<file path="src/rtl/alu_op_sequencer.sv">
// Request-side sequencer for a combinational ALU: queues operations, drives one at a
// time onto the ALU inputs, waits a settle interval and returns results in order.
module alu_op_sequencer #(
    parameter int WIDTH  = 3,
    parameter int DEPTH  = 4,
    parameter int SETTLE = 1
) (
    input  logic             clk,
    input  logic             reset,
    input  logic             req_valid,
    output logic             req_ready,
    input  logic [WIDTH-1:0] req_a,
    input  logic [WIDTH-1:0] req_b,
    input  logic [1:0]       req_mode,
    input  logic             req_c_in,
    output logic [WIDTH-1:0] alu_a,
    output logic [WIDTH-1:0] alu_b,
    output logic [1:0]       alu_mode,
    output logic             alu_c_in,
    input  logic [WIDTH-1:0] alu_result,
    input  logic             alu_c_out,
    output logic             rsp_valid,
    input  logic             rsp_ready,
    output logic [WIDTH-1:0] rsp_result,
    output logic             rsp_c_out,
    output logic [1:0]       rsp_mode,
    output logic             busy
);
    localparam int AW = $clog2(DEPTH);
    localparam int CW = (SETTLE > 1) ? $clog2(SETTLE) : 1;
    localparam logic [AW:0]   FULL_CNT = DEPTH[AW:0];
    localparam logic [CW-1:0] LAST_CNT = CW'(SETTLE - 1);

    typedef struct packed {
        logic [WIDTH-1:0] a;
        logic [WIDTH-1:0] b;
        logic [1:0]       mode;
        logic             c_in;
    } op_t;

    typedef enum logic [1:0] {IDLE, DRIVE, RESP} state_t;

    op_t           mem [DEPTH];
    op_t           head;
    logic [AW-1:0] wr_ptr, rd_ptr;
    logic [AW:0]   count;
    logic [CW-1:0] settle_cnt;
    state_t        state;
    logic          full, push, pop;

    assign full      = (count == FULL_CNT);
    assign req_ready = !full;
    assign push      = req_valid && !full;
    // Pops come only from the FSM: leaving IDLE, or chaining straight out of RESP.
    assign pop       = (count != '0) && ((state == IDLE) || (state == RESP && rsp_ready));
    assign head      = mem[rd_ptr];
    assign busy      = (state != IDLE) || (count != '0);

    always_ff @(posedge clk) begin
        if (push) mem[wr_ptr] <= op_t'{req_a, req_b, req_mode, req_c_in};
    end

    always_ff @(posedge clk) begin
        if (reset) begin
            wr_ptr     <= '0;
            rd_ptr     <= '0;
            count      <= '0;
            settle_cnt <= '0;
            state      <= IDLE;
            alu_a      <= '0;
            alu_b      <= '0;
            alu_mode   <= '0;
            alu_c_in   <= 1'b0;
            rsp_valid  <= 1'b0;
            rsp_result <= '0;
            rsp_c_out  <= 1'b0;
            rsp_mode   <= '0;
        end else begin
            if (push) wr_ptr <= wr_ptr + 1'b1;
            if (pop)  rd_ptr <= rd_ptr + 1'b1;
            case ({push, pop})
                2'b10:   count <= count + 1'b1;
                2'b01:   count <= count - 1'b1;
                default: count <= count;
            endcase

            case (state)
                IDLE: begin
                    if (pop) begin
                        alu_a      <= head.a;
                        alu_b      <= head.b;
                        alu_mode   <= head.mode;
                        alu_c_in   <= head.c_in;
                        settle_cnt <= '0;
                        state      <= DRIVE;
                    end
                end
                DRIVE: begin
                    settle_cnt <= settle_cnt + 1'b1;
                    if (settle_cnt == LAST_CNT) begin
                        rsp_result <= alu_result;
                        // Logic modes have no meaningful carry.
                        rsp_c_out  <= alu_mode[1] ? 1'b0 : alu_c_out;
                        rsp_mode   <= alu_mode;
                        rsp_valid  <= 1'b1;
                        state      <= RESP;
                    end
                end
                RESP: begin
                    if (rsp_ready) begin
                        rsp_valid <= 1'b0;
                        if (pop) begin
                            alu_a      <= head.a;
                            alu_b      <= head.b;
                            alu_mode   <= head.mode;
                            alu_c_in   <= head.c_in;
                            settle_cnt <= '0;
                            state      <= DRIVE;
                        end else begin
                            state <= IDLE;
                        end
                    end
                end
                default: state <= IDLE;
            endcase
        end
    end
endmodule

</file>
<file path="config.mk">
export PLATFORM = sky130hd
export DESIGN_NAME = alu_op_sequencer
export DESIGN_NICKNAME = d
export VERILOG_FILES = /design/src/rtl/alu_op_sequencer.sv
export SDC_FILE = /design/constraint.sdc
export NUM_CORES = 1
export LEC_CHECK = 0
export BUFFER_PORTS_ARGS = -buffer_cell sky130_fd_sc_hd__clkbuf_2
export CAP_MARGIN = 20
export CORE_ASPECT_RATIO = 0.9
export CORE_UTILIZATION = 55
export CTS_BUF_LIST = sky130_fd_sc_hd__clkbuf_8
export CTS_CLUSTER_SIZE = 12
export DETAILED_ROUTE_END_ITERATION = 6
export HOLD_SLACK_MARGIN = 0.02
export PLACE_DENSITY = 0.77
export SLEW_MARGIN = 20
export SYNTH_ARGS = -nofsm -noshare
export SYNTH_HDL_FRONTEND = slang
export SYNTH_SLANG_ARGS = --single-unit
export TNS_END_PERCENT = 20
</file>
<file path="constraint.sdc">
create_clock -name clk -period 3.9 [get_ports clk]
set_input_delay 0.39 -clock clk [delete_from_list [all_inputs] [get_ports clk]]
set_output_delay 0.39 -clock clk [all_outputs]
set_load 0.01 [all_outputs]
</file>
=== Word level (Yosys, flattened, before mapping) ===
Memory sizes are Yosys's and may differ from the RTL's. A register that Yosys moved wholly into a read port is not among the register bits.
Index checks and enable logic that the tools add are counted.
W data, S select, Z words.

* Memory bits (writable): 36
* Logic and storage cells: 75
* Memories: 1
* Flip-flop bits (word level): 26

* $add $sub $neg: 5
* Bitwise gates (word level): 1
* Equality and inequality tests: 8
* Mux-type cells: 29
* Reduce and logical (&&, ||, !) cells: 18

{| class="wikitable"
|+ Memory list
! name !! depth !! width !! read ports !! clocked after Yosys merged registers in !! write ports !! RTL line !! RTL
|-
| mem || 4 || 9 || 1 || 1 || 1 || 43 || <nowiki>op_t mem [DEPTH];</nowiki>
|}

{| class="wikitable"
|+ Operators with widths
! kind !! count
|-
| $pmux W3 S2 || 3
|-
| $mux W2 || 7
|-
| $mux W3 || 4
|-
| $mux W1 || 10
|-
| $reduce_bool A2 Y1 || 4
|-
| $ne A2 B2 Y1 const B || 3
|-
| $pmux W2 S3 || 1
|-
| $reduce_and A2 Y1 || 3
|-
| $reduce_and A3 Y1 || 2
|-
| $reduce_bool A3 Y1 || 2
|-
| $add A2 B1 Y2 const B || 2
|-
| $eq A2 B1 Y1 const B || 2
|-
| $eq A2 B2 Y1 const B || 2
|-
| $pmux W1 S2 || 2
|-
| $pmux W2 S2 || 1
|-
| $add A3 B1 Y3 const B || 1
|-
| $eq A3 B3 Y1 const B || 1
|-
| $logic_and A1 B1 Y1 || 3
|-
| $pmux W1 S3 || 1
|-
| $sub A3 B1 Y3 const B || 1
|-
| $logic_not A2 Y1 || 1
|-
| $logic_or A1 B1 Y1 || 2
|-
| $add A1 B1 Y1 const B || 1
|-
| $logic_not A1 Y1 || 1
|-
| $not A1 Y1 || 1
|}

=== Depth between registers and ports, before layout ===
Gate-level depths: netlist (run 1).

* Depth in word-level cells: 7
* Depth in mapped cells: 9
* Gate-level depth less buffers: 8

=== Least setup slack after synthesis (run 1) ===
No wires, ideal clock.

* Path kind: reg-to-reg
* From: reg count[0]
* To: reg count[2]
* Data required time: 3829 ps
* Setup time: 71 ps
* Setup slack: 1642 ps
* Cell stages (with the launch flop): 10
* Arrival: 2187 ps
* Path buffers: 1
* Cell sequence: dfxtp_1 -> or3b_1 -> buf_6 -> nand2_1 -> ha_1 -> inv_1 -> fa_1 -> xor2_1 -> or3_2 -> a21oi_1

* Word-level cells in the longest chain between the ends: 5

{| class="wikitable"
|+ Ends and longest elaborated chain
! what !! RTL line !! RTL
|-
| from (decl) || 46 || <nowiki>logic [AW:0] count;</nowiki>
|-
| from (signal assigned) || 82 || <nowiki>2'b10: count <= count + 1'b1;</nowiki>
|-
| from (signal assigned) || 83 || <nowiki>2'b01: count <= count - 1'b1;</nowiki>
|-
| from (signal assigned) || 84 || <nowiki>default: count <= count;</nowiki>
|-
| $eq A3 B3 Y1 * || 51 || <nowiki>assign full = (count == FULL_CNT);</nowiki>
|-
| $logic_not A1 Y1 * || n/a ||
|-
| via req_ready || 11 || <nowiki>output logic req_ready,</nowiki>
|-
| $logic_and A1 B1 Y1 * || 53 || <nowiki>assign push = req_valid && !full;</nowiki>
|-
| $eq A2 B1 Y1 / $eq A2 B2 Y1 (equally long branches) || 81 || <nowiki>case ({push, pop})</nowiki>
|-
| $pmux W3 S2 / $reduce_bool A2 Y1 (equally long branches) || n/a ||
|}

Mark *: on every way through the listed nets, which the timed path passes. The rest lies on a longest branch.
A chain may end at the register's enable or synchronous reset.

=== Worst setup path after layout (run 1) ===
* From: reg count[2]
* To: reg count[2]

* Word-level cells in the longest chain between the ends: 5

{| class="wikitable"
|+ Ends and longest elaborated chain
! what !! RTL line
|-
| $eq A3 B3 Y1 || 51
|-
| $logic_not A1 Y1 || 53
|-
| $logic_and A1 B1 Y1 || 53
|-
| $eq A2 B1 Y1 / $eq A2 B2 Y1 (equally long branches) || 81
|-
| $pmux W3 S2 / $reduce_bool A2 Y1 (equally long branches) || n/a
|}

Several ways; a longest one is shown, not always the timed one.

==> results.tsv, run 1 <==
metric	value	unit
Routed WL per cell	15.4	um
final antenna diode count	0	
Slew @ Worst Pin	0.823	ns
Setup Fix Bufs, Post-CTS	0	
# IOs	35	
Starting Density	57.9	%
worst reg-to-reg setup slack	1.46	ns
fin crit period	2.44	ns
Max Clock Freq	410	MHz
nets	243	
Synth area leader	edfxtp_1	
flops & latches, synth	64	
cts hold-fix bufs	0	
Post-DP Area	2780	um2
vias per cell	5.61	
Die ar.	5040	um2
simple-gate share of the synthesized area	10.8	%
core area	4520	um2
PostCTS Resize Cnt	0	
Fin Hold WS	0.273	ns
CP Max Fanout	10	
non-filler cells, final	287	
placed wire-length estimate	2950	um
top_reg_cell synth	edfxtp_1	
largest family of logic cells by synthesized area	simple AND/OR/NAND/NOR gates	
via count	1611	
hold crit path type	in2reg	
largest net degree at the start of global routing	29	
Post-Synth Adder-Cell Area	3.16	%
chip height	67.4	um
Critical Path Source	count[2]	
post-synthesis compound-gate area fraction	8.46	%
final hold violation count	0	
most common cell in the netlist	edfxtp_1	
dpl cells	271	
Mapped Nets	212	
vias in the first global route	1503	
Placer Congestion	0.696	
Leak	1.12	nW
Seq/Total Area, Yosys	62.7	%
H-tree levels	3	
Final TNS setup	0	ns
status	completed	
Worst R2R End	count[2]	
asr flop ratio synth	0	%
clk_lat worst skew	0.34	ns
crit start category	flop	
# DRC	0	
WP data arrival	2.70	ns
Num Clock Sinks	64	
Total Routed Length	4420	um
top post-synthesis cells by count	36 x edfxtp_1, 28 x dfxtp_1, 17 x a21oi_1	
Post-Syn Area per Cell	13.8	um2
yosys warns	0	
period utilization	62.6	%
Area contributors post-synth	edfxtp_1 41%, dfxtp_1 21%, mux4_2 7.7%	
fin. max-slew vios	0	
Pre-antenna DRT Iters	4	
design area	3040	um2
first-pass GRT wire length	6960	um
Area Growth Syn to Fin	16.0	%
xor and xnor area share after synthesis	0.670	%
grt ovf	0	
Critical Path RT	4.16	ns
maximum vdd ir drop	448	uV
worst r2r src	count[2]	
Root Buffer	clkbuf_8	
All-Layer GR Usage	20.0	%
Longest Clk Path Bufs	2	
row cnt	23	
mux contribution to synthesized area	10.1	%
max cap viols	0	
Die Wd	74.7	um
Finished Core Util	67.2	%
unrepaired setup endpoints after global routing	no	
Setup crit end kind	flop	
Slew Limit Headroom	44.9	%
cell area after synthesis	2620	um2
CP Class	reg2reg	
Fin Clk Skew	0.00792	ns
CP endpoint	count[2]	
initial antenna violation count	0	
share of the synthesized area in the top cell type	41.3	%
Routed Antenna Nets	0	
Port Buf Inserts	34	
CTS tree	done	
share of layout cells above drive strength 1	31.6	%
Worst-path clk slew	0.07	ns
final setup fails	0	
DRT iter0 DRCs	149	
Power Dens Cells	760	nW/um2
library cells used by synthesis	39	
worst r2r path cells	8	
Synth Instances	189	
CTS buffer count	9	
Post-synth EDFFs	36	
-- registers in the layout, indices dropped and copies added, names as in the netlist, named ones only --
| register | cells |
|---|---|
| alu_b | 3 |
| rsp_mode | 2 |
| mem | 36 |
| alu_a | 3 |
| rsp_valid | 1 |
| alu_c_in | 1 |
| rd_ptr | 2 |
| alu_mode | 2 |
| state | 2 |
| wr_ptr | 2 |
| rsp_result | 3 |
| settle_cnt | 1 |
| rsp_c_out | 1 |
| count | 3 |
-- layout by cell type (no fill, tap or decap), types with 3 or more instances in the layout --
cell type  instances
edfxtp_1          36
clkbuf_2          34
dfxtp_1           28
a21oi_1           17
nor2_1            12
clkbuf_8          11
nand4_1           10
o31ai_1           10
mux4_2             9
inv_1              7
mux2i_1            5
ha_1               5
nand2_1            4
and3_2             4
bufinv_16          3
-- report_power, final --
| group | internal, W | total [W] | leakage, nW | switching, W |
|---|---|---|---|---|
| registers | 0.000846 | 0.000969 | 0.559 | 0.000123 |
| logic | 0.000291 | 0.000636 | 0.434 | 0.000345 |
| clock network | 0.000459 | 0.000702 | 0.130 | 0.000244 |
-- cell families after synthesis --
family                   count (synthesis)
buffers and inverters                   21
AND/OR/NAND/NOR                         46
flip-flops                              64
AO/OA/AOI/OAI                           35
adder cells (fa/ha/maj)                  6
XOR/XNOR                                 2
multiplexers                            15
-- worst max-delay path, stage by stage (launching register included) --
cell     delay, ns
dfxtp_1       0.38
or3b_1        0.51
nand2_1       0.14
ha_1          0.18
inv_1         0.06
fa_1          0.37
xor2_1        0.18
or3_2         0.40
a21oi_1       0.14
-- metal layers --
metal | GRT usage (%) | part of all wire [%] | wire length (um)
met5 | 0 | 0 | 0
met4 | 8.49 | 1.4 | 60
met3 | 8.51 | 6.5 | 285
met2 | 30.3 | 47 | 2080
met1 | 25.3 | 45 | 1990
-- layout make-up --
cell class / count / area, um2
Multi-Input combinational cell: 104 / 867
Tap cell: 62 / 77.6
Fill cell: 335 / 1480
Clock buffer: 11 / 151
Clock inverter: 5 / 101
Sequential cell: 64 / 1640
Timing Repair Buffer: 34 / 170
Inverter: 7 / 26.3
-- worst min path at each step --
stage / from / end / depth (start not counted)
after floorplan: rd_ptr[0] / flop / 2
after global placement: rsp_c_out / rsp_c_out / 2
after detailed placement: rsp_c_out / rsp_c_out / 2
after CTS: req_a[2] / mem[2][8] / 1
after global routing: req_a[2] / mem[2][8] / 1
final: req_a[2] / mem[2][8] / 1
-- metrics by stage --
| stage | total power (W) | worst slack [ns] |
|---|---|---|
| 2_1_floorplan | 0.00147 | 1.64 |
| 3_3_place_gp | 0.00160 | 1.55 |
| 3_5_place_dp | 0.00162 | 1.48 |
| 4_1_cts | 0.00232 | 1.46 |
| 5_1_grt | 0.00245 | 1.33 |
| 6_report | 0.00231 | 1.46 |
Power figures use the tool's default switching activity.
==> inputs of run 2 (changes only) <==
--- a/config.mk
+++ b/config.mk
@@ -8,7 +8,7 @@
 export BUFFER_PORTS_ARGS = -buffer_cell sky130_fd_sc_hd__clkbuf_2
 export CAP_MARGIN = 20
 export CORE_ASPECT_RATIO = 0.9
-export CORE_UTILIZATION = 55
+export CORE_UTILIZATION = 53
 export CTS_BUF_LIST = sky130_fd_sc_hd__clkbuf_8
 export CTS_CLUSTER_SIZE = 12
 export DETAILED_ROUTE_END_ITERATION = 6
==> constraint.sdc (replaced) <==
create_clock -name clk -period 2.1 [get_ports clk]
set_input_delay 0.21 -clock clk [delete_from_list [all_inputs] [get_ports clk]]
set_output_delay 0.21 -clock clk [all_outputs]
set_load 0.01 [all_outputs]
==> results.tsv, run 2 (synthesized netlist as in run 1, its figures left out) <==
metric	value	unit
status	completed	
H-tree levels	3	
max cap viols	0	
DRT iter0 DRCs	76	
met2 usage	31.5	%
hold crit path type	in2reg	
Slew @ Worst Pin	0.443	ns
CTS tree	done	
# IOs	35	
Die ar.	5220	um2
Root Buffer	clkbuf_8	
GRT met1 Usage	22.2	%
All-Layer GR Usage	19.2	%
CP Class	reg2reg	
Worst R2R End	count[2]	
WHS Path Cells	1	
final antenna diode count	0	
multi-input logic area	905	um2
placed wire-length estimate	3040	um
Leak	1.16	nW
Port Buf Inserts	34	
CP Max Fanout	4	
vias per cell	5.52	
fin crit period	2.03	ns
row cnt	23	
largest net degree at the start of global routing	20	
Setup crit end kind	flop	
clk_lat worst skew	0.34	ns
vias in the first global route	1517	
CTS buffer count	9	
Worst-path clk slew	0.07	ns
Power Dens Cells	1380	nW/um2
register area	1650	um2
worst r2r src	count[0]	
chip height	68.7	um
via count	1628	
Fin Clk Skew	0.00444	ns
Critical Path RT	2.37	ns
# DRC	0	
Slew Limit Headroom	70.4	%
Die Wd	76.1	um
final setup fails	0	
Pre-antenna DRT Iters	4	
Total Routed Length	4480	um
Reg with most FFs	mem	
final hold violation count	0	
worst hold endpoint	mem[1][4]	
Max Clock Freq	493	MHz
Routed Antenna Nets	0	
maximum vdd ir drop	647	uV
WP data arrival	2.30	ns
unrepaired setup endpoints after global routing	no	
commonest non-fill, non-tap cell in the layout	edfxtp_1	
nets	251	
Longest Clk Path Bufs	2	
Routed WL per cell	15.2	um
Starting Density	56.8	%
Pwr Total	0.00429	W
period utilization	96.6	%
grt ovf	0	
Largest register FFs	36	
crit start category	flop	
fin. max-slew vios	0	
design area	3110	um2
busiest grt layer	met2	
Placer Congestion	0.764	
Num Clock Sinks	64	
worst reg-to-reg setup slack	0.07	ns
share of layout cells above drive strength 1	38.2	%
met3 Track Usage GR	8.68	%
first-pass GRT wire length	7200	um
initial antenna violation count	0	
commonest non-fill, non-tap cells in the layout	36 x edfxtp_1, 34 x clkbuf_2, 25 x dfxtp_1, 16 x a21oi_1, 12 x nor2_1	
Fin Hold WS	0.0866	ns
worst r2r path cells	8	
core area	4600	um2
Fillers	341	
Post-DP Area	2860	um2
Final TNS setup	0	ns
Critical Path Source	count[0]	
Area Growth Syn to Fin	18.8	%
Hold Path Origin	req_b[1]	
[run 2: area by class of cell]
cell class / count / share of cell area [%]
timing repair buffer: 42 / 7.40
clock buffer: 9 / 3.98
sequential: 64 / 53.1
multi-input combinational: 104 / 29.1
tap: 62 / 2.49
inverter: 7 / 0.845
clock inverter: 7 / 3.10
[run 2: report_power, final]
group / switching, W / leakage (nW) / internal [W] / total (W)
sequential: 0.000150 / 0.561 / 0.00158 / 0.00173
combinational: 0.000760 / 0.481 / 0.000668 / 0.00143
clock: 0.000465 / 0.113 / 0.000669 / 0.00113
[run 2: worst max path at each step]
| stage | end | depth (start not counted) |
|---|---|---|
| 5_1_grt | count[2] | 8 |
| 3_5_place_dp | count[2] | 8 |
| 3_3_place_gp | count[2] | 8 |
| 6_report | count[2] | 8 |
| 4_1_cts | count[2] | 8 |
| 2_1_floorplan | count[2] | 9 |
[run 2: layer usage]
layer | part of all wire [%] | vias to the layer above
met5 | 0 | -
met1 | 45 | 799
met3 | 5.5 | 4
met2 | 49 | 33
li1 | - | 792
met4 | 0.67 | 0
[run 2: worst max-delay path: stages (launching register included)]
cell     delay (ns)
dfxtp_4        0.35
or3b_4         0.41
nand2_4        0.08
ha_4           0.13
inv_2          0.04
fa_2           0.35
xor2_1         0.15
or3_4          0.33
a21oi_2        0.12
[run 2: repair_timing]
item,in CTS,in global routing
gates cloned,0,0
hold buffers,0,0
setup endpoints to repair,1,1
buffers inserted,0,2
pin swaps,0,1
gates resized for setup,1,4
[run 2: metrics by stage]
step	std cells	util [%]	worst slack, ns
global route	295	67.5	0.00104
CTS	293	67.0	0.0356
global placement	277	62.1	0.0921
detailed placement	277	62.1	0.0327
floorplan	189	-	0.0520
finish	295	67.5	0.0705
==> inputs of run 3 (changes only) <==
--- a/config.mk
+++ b/config.mk
@@ -8,12 +8,11 @@
 export BUFFER_PORTS_ARGS = -buffer_cell sky130_fd_sc_hd__clkbuf_2
 export CAP_MARGIN = 20
 export CORE_ASPECT_RATIO = 0.9
-export CORE_UTILIZATION = 53
+export CORE_UTILIZATION = 35
 export CTS_BUF_LIST = sky130_fd_sc_hd__clkbuf_8
 export CTS_CLUSTER_SIZE = 12
 export DETAILED_ROUTE_END_ITERATION = 6
 export HOLD_SLACK_MARGIN = 0.02
-export PLACE_DENSITY = 0.77
 export SLEW_MARGIN = 20
 export SYNTH_ARGS = -nofsm -noshare
 export SYNTH_HDL_FRONTEND = slang
==> results.tsv, run 3 (synthesized netlist as in run 1, its figures left out) <==
metric	value	unit
Reg with most FFs	mem	
cts hold-fix bufs	0	
GRT met1 Usage	17.3	%
Starting Density	36.6	%
nets	250	
crit start category	flop	
period utilization	95.5	%
final hold violation count	0	
Num Clock Sinks	64	
Root Buffer	clkbuf_8	
Die ar.	7830	um2
Fillers	666	
CP top delay family	simple AND/OR/NAND/NOR gates	
chip height	84.0	um
row cnt	29	
Die Wd	93.1	um
DRT iter0 DRCs	59	
Pre-antenna DRT Iters	4	
CP Class	reg2reg	
CTS buffer count	9	
Port Buf Inserts	34	
Total Routed Length	4630	um
grt ovf	0	
WP depth	8	
Max Clock Freq	498	MHz
WP data arrival	2.26	ns
multi-input logic area	905	um2
worst reg-to-reg setup slack	0.09	ns
final antenna diode count	0	
Critical Path Source	count[2]	
maximum vdd ir drop	391	uV
placed wire-length estimate	3100	um
Leak	1.15	nW
CP peak stage delay	0.40	ns
Area Growth Syn to Fin	19.7	%
H-tree levels	3	
share of layout cells above drive strength 1	37.1	%
Routed Antenna Nets	0	
worst r2r path cells	8	
first-pass GRT wire length	7710	um
Slew Limit Headroom	70.4	%
Longest Clk Path Bufs	2	
crit-path cells	or3b_4 > nand2_4 > ha_4 > inv_2 > fa_2 > xor2_1 > or3_4 > a21oi_2	
initial antenna violation count	0	
Worst-path clk slew	0.07	ns
Final TNS setup	0	ns
largest net degree at the start of global routing	20	
All-Layer GR Usage	13.4	%
CTS tree	done	
PostCTS Resize Cnt	0	
Fin Clk Skew	0.00882	ns
Critical Path RT	2.36	ns
Setup crit end kind	flop	
core area	7150	um2
sum of buffers and inverters on the critical path	1	
dpl ws	0.0673	ns
hold crit path type	in2reg	
Setup Fix Bufs, Post-CTS	0	
# DRC	0	
vias per cell	4.86	
Critical-path top delay cell	or3b_4	
busiest grt layer	met2	
CP endpoint	count[2]	
commonest non-fill, non-tap cell in the layout	edfxtp_1	
unrepaired setup endpoints after global routing	no	
Largest register FFs	36	
max cap viols	0	
# IOs	35	
fin crit period	2.01	ns
Routed WL per cell	14.2	um
worst r2r src	count[2]	
final setup fails	0	
met3 Track Usage GR	4.74	%
CP Max Fanout	5	
Worst R2R End	count[2]	
clk_lat worst skew	0.33	ns
Placer Congestion	0.669	
fin. max-slew vios	0	
Setup WS post-layout	0.0936	ns
via count	1581	
Power Dens Cells	1360	nW/um2
met2 usage	20.4	%
Slew @ Worst Pin	0.444	ns
vias in the first global route	1550	
commonest non-fill, non-tap cells in the layout	36 x edfxtp_1, 34 x clkbuf_2, 25 x dfxtp_1, 16 x a21oi_1, 12 x nor2_1	
register area	1650	um2
status	completed	
-- run 3: routing by layer --
| layer | part of all wire (%) | wire [um] |
|---|---|---|
| met5 | 0 | 0 |
| met4 | 1.1 | 51 |
| met1 | 49 | 2250 |
| met2 | 45 | 2090 |
| met3 | 5.1 | 236 |
-- run 3: power breakdown --
part | leakage, nW | internal (W) | switching (W)
clock | 0.112 | 0.000659 | 0.000450
combinational | 0.476 | 0.000656 | 0.000766
sequential | 0.561 | 0.00158 | 0.000145
-- run 3: worst min path at each step --
stage / from / end / slack, ns / cells after the start
after detailed placement: req_a[0] / mem[2][6] / 0.44 / 1
after CTS: req_a[0] / mem[2][6] / 0.09 / 1
after global routing: req_b[1] / mem[2][4] / 0.09 / 1
after floorplan: req_c_in / mem[0][0] / 0.31 / 0
after global placement: req_a[0] / mem[2][6] / 0.43 / 1
final: req_a[0] / mem[2][6] / 0.1 / 1
-- run 3: cell type report --
| type | count | area share (%) |
|---|---|---|
| flip-flops and latches | 64 | 52.6 |
| inverters | 7 | 0.839 |
| multi-input cells | 104 | 28.9 |
| well taps | 93 | 3.72 |
| repair buffers | 41 | 7.11 |
| clock inverters | 7 | 2.84 |
| clock buffers | 9 | 3.96 |
-- run 3: worst register-to-register path, delay by kind of cell, from the launching register on --
family / cells / cell delay, ns
xor gates and xnor gates: 1 / 0.15
and+or+nand+nor: 3 / 0.81
adders and majority gates: 2 / 0.46
DFF: 1 / 0.36
buffers and inverters: 1 / 0.04
AOI/OAI and AO/OA: 1 / 0.13
-- run 3: stage by stage --
stage                     cells  area, um2  util (%)  hold slack [ns]  total power [W]
after floorplan             189       2650         -            0.309          0.00280
after detailed placement    309       2910      40.7            0.438          0.00317
after global routing        325       3130      43.8           0.0888          0.00454
after CTS                   325       3120      43.7           0.0891          0.00428
after global placement      309       2910      40.7            0.431          0.00315
final                       325       3130      43.8           0.0952          0.00425
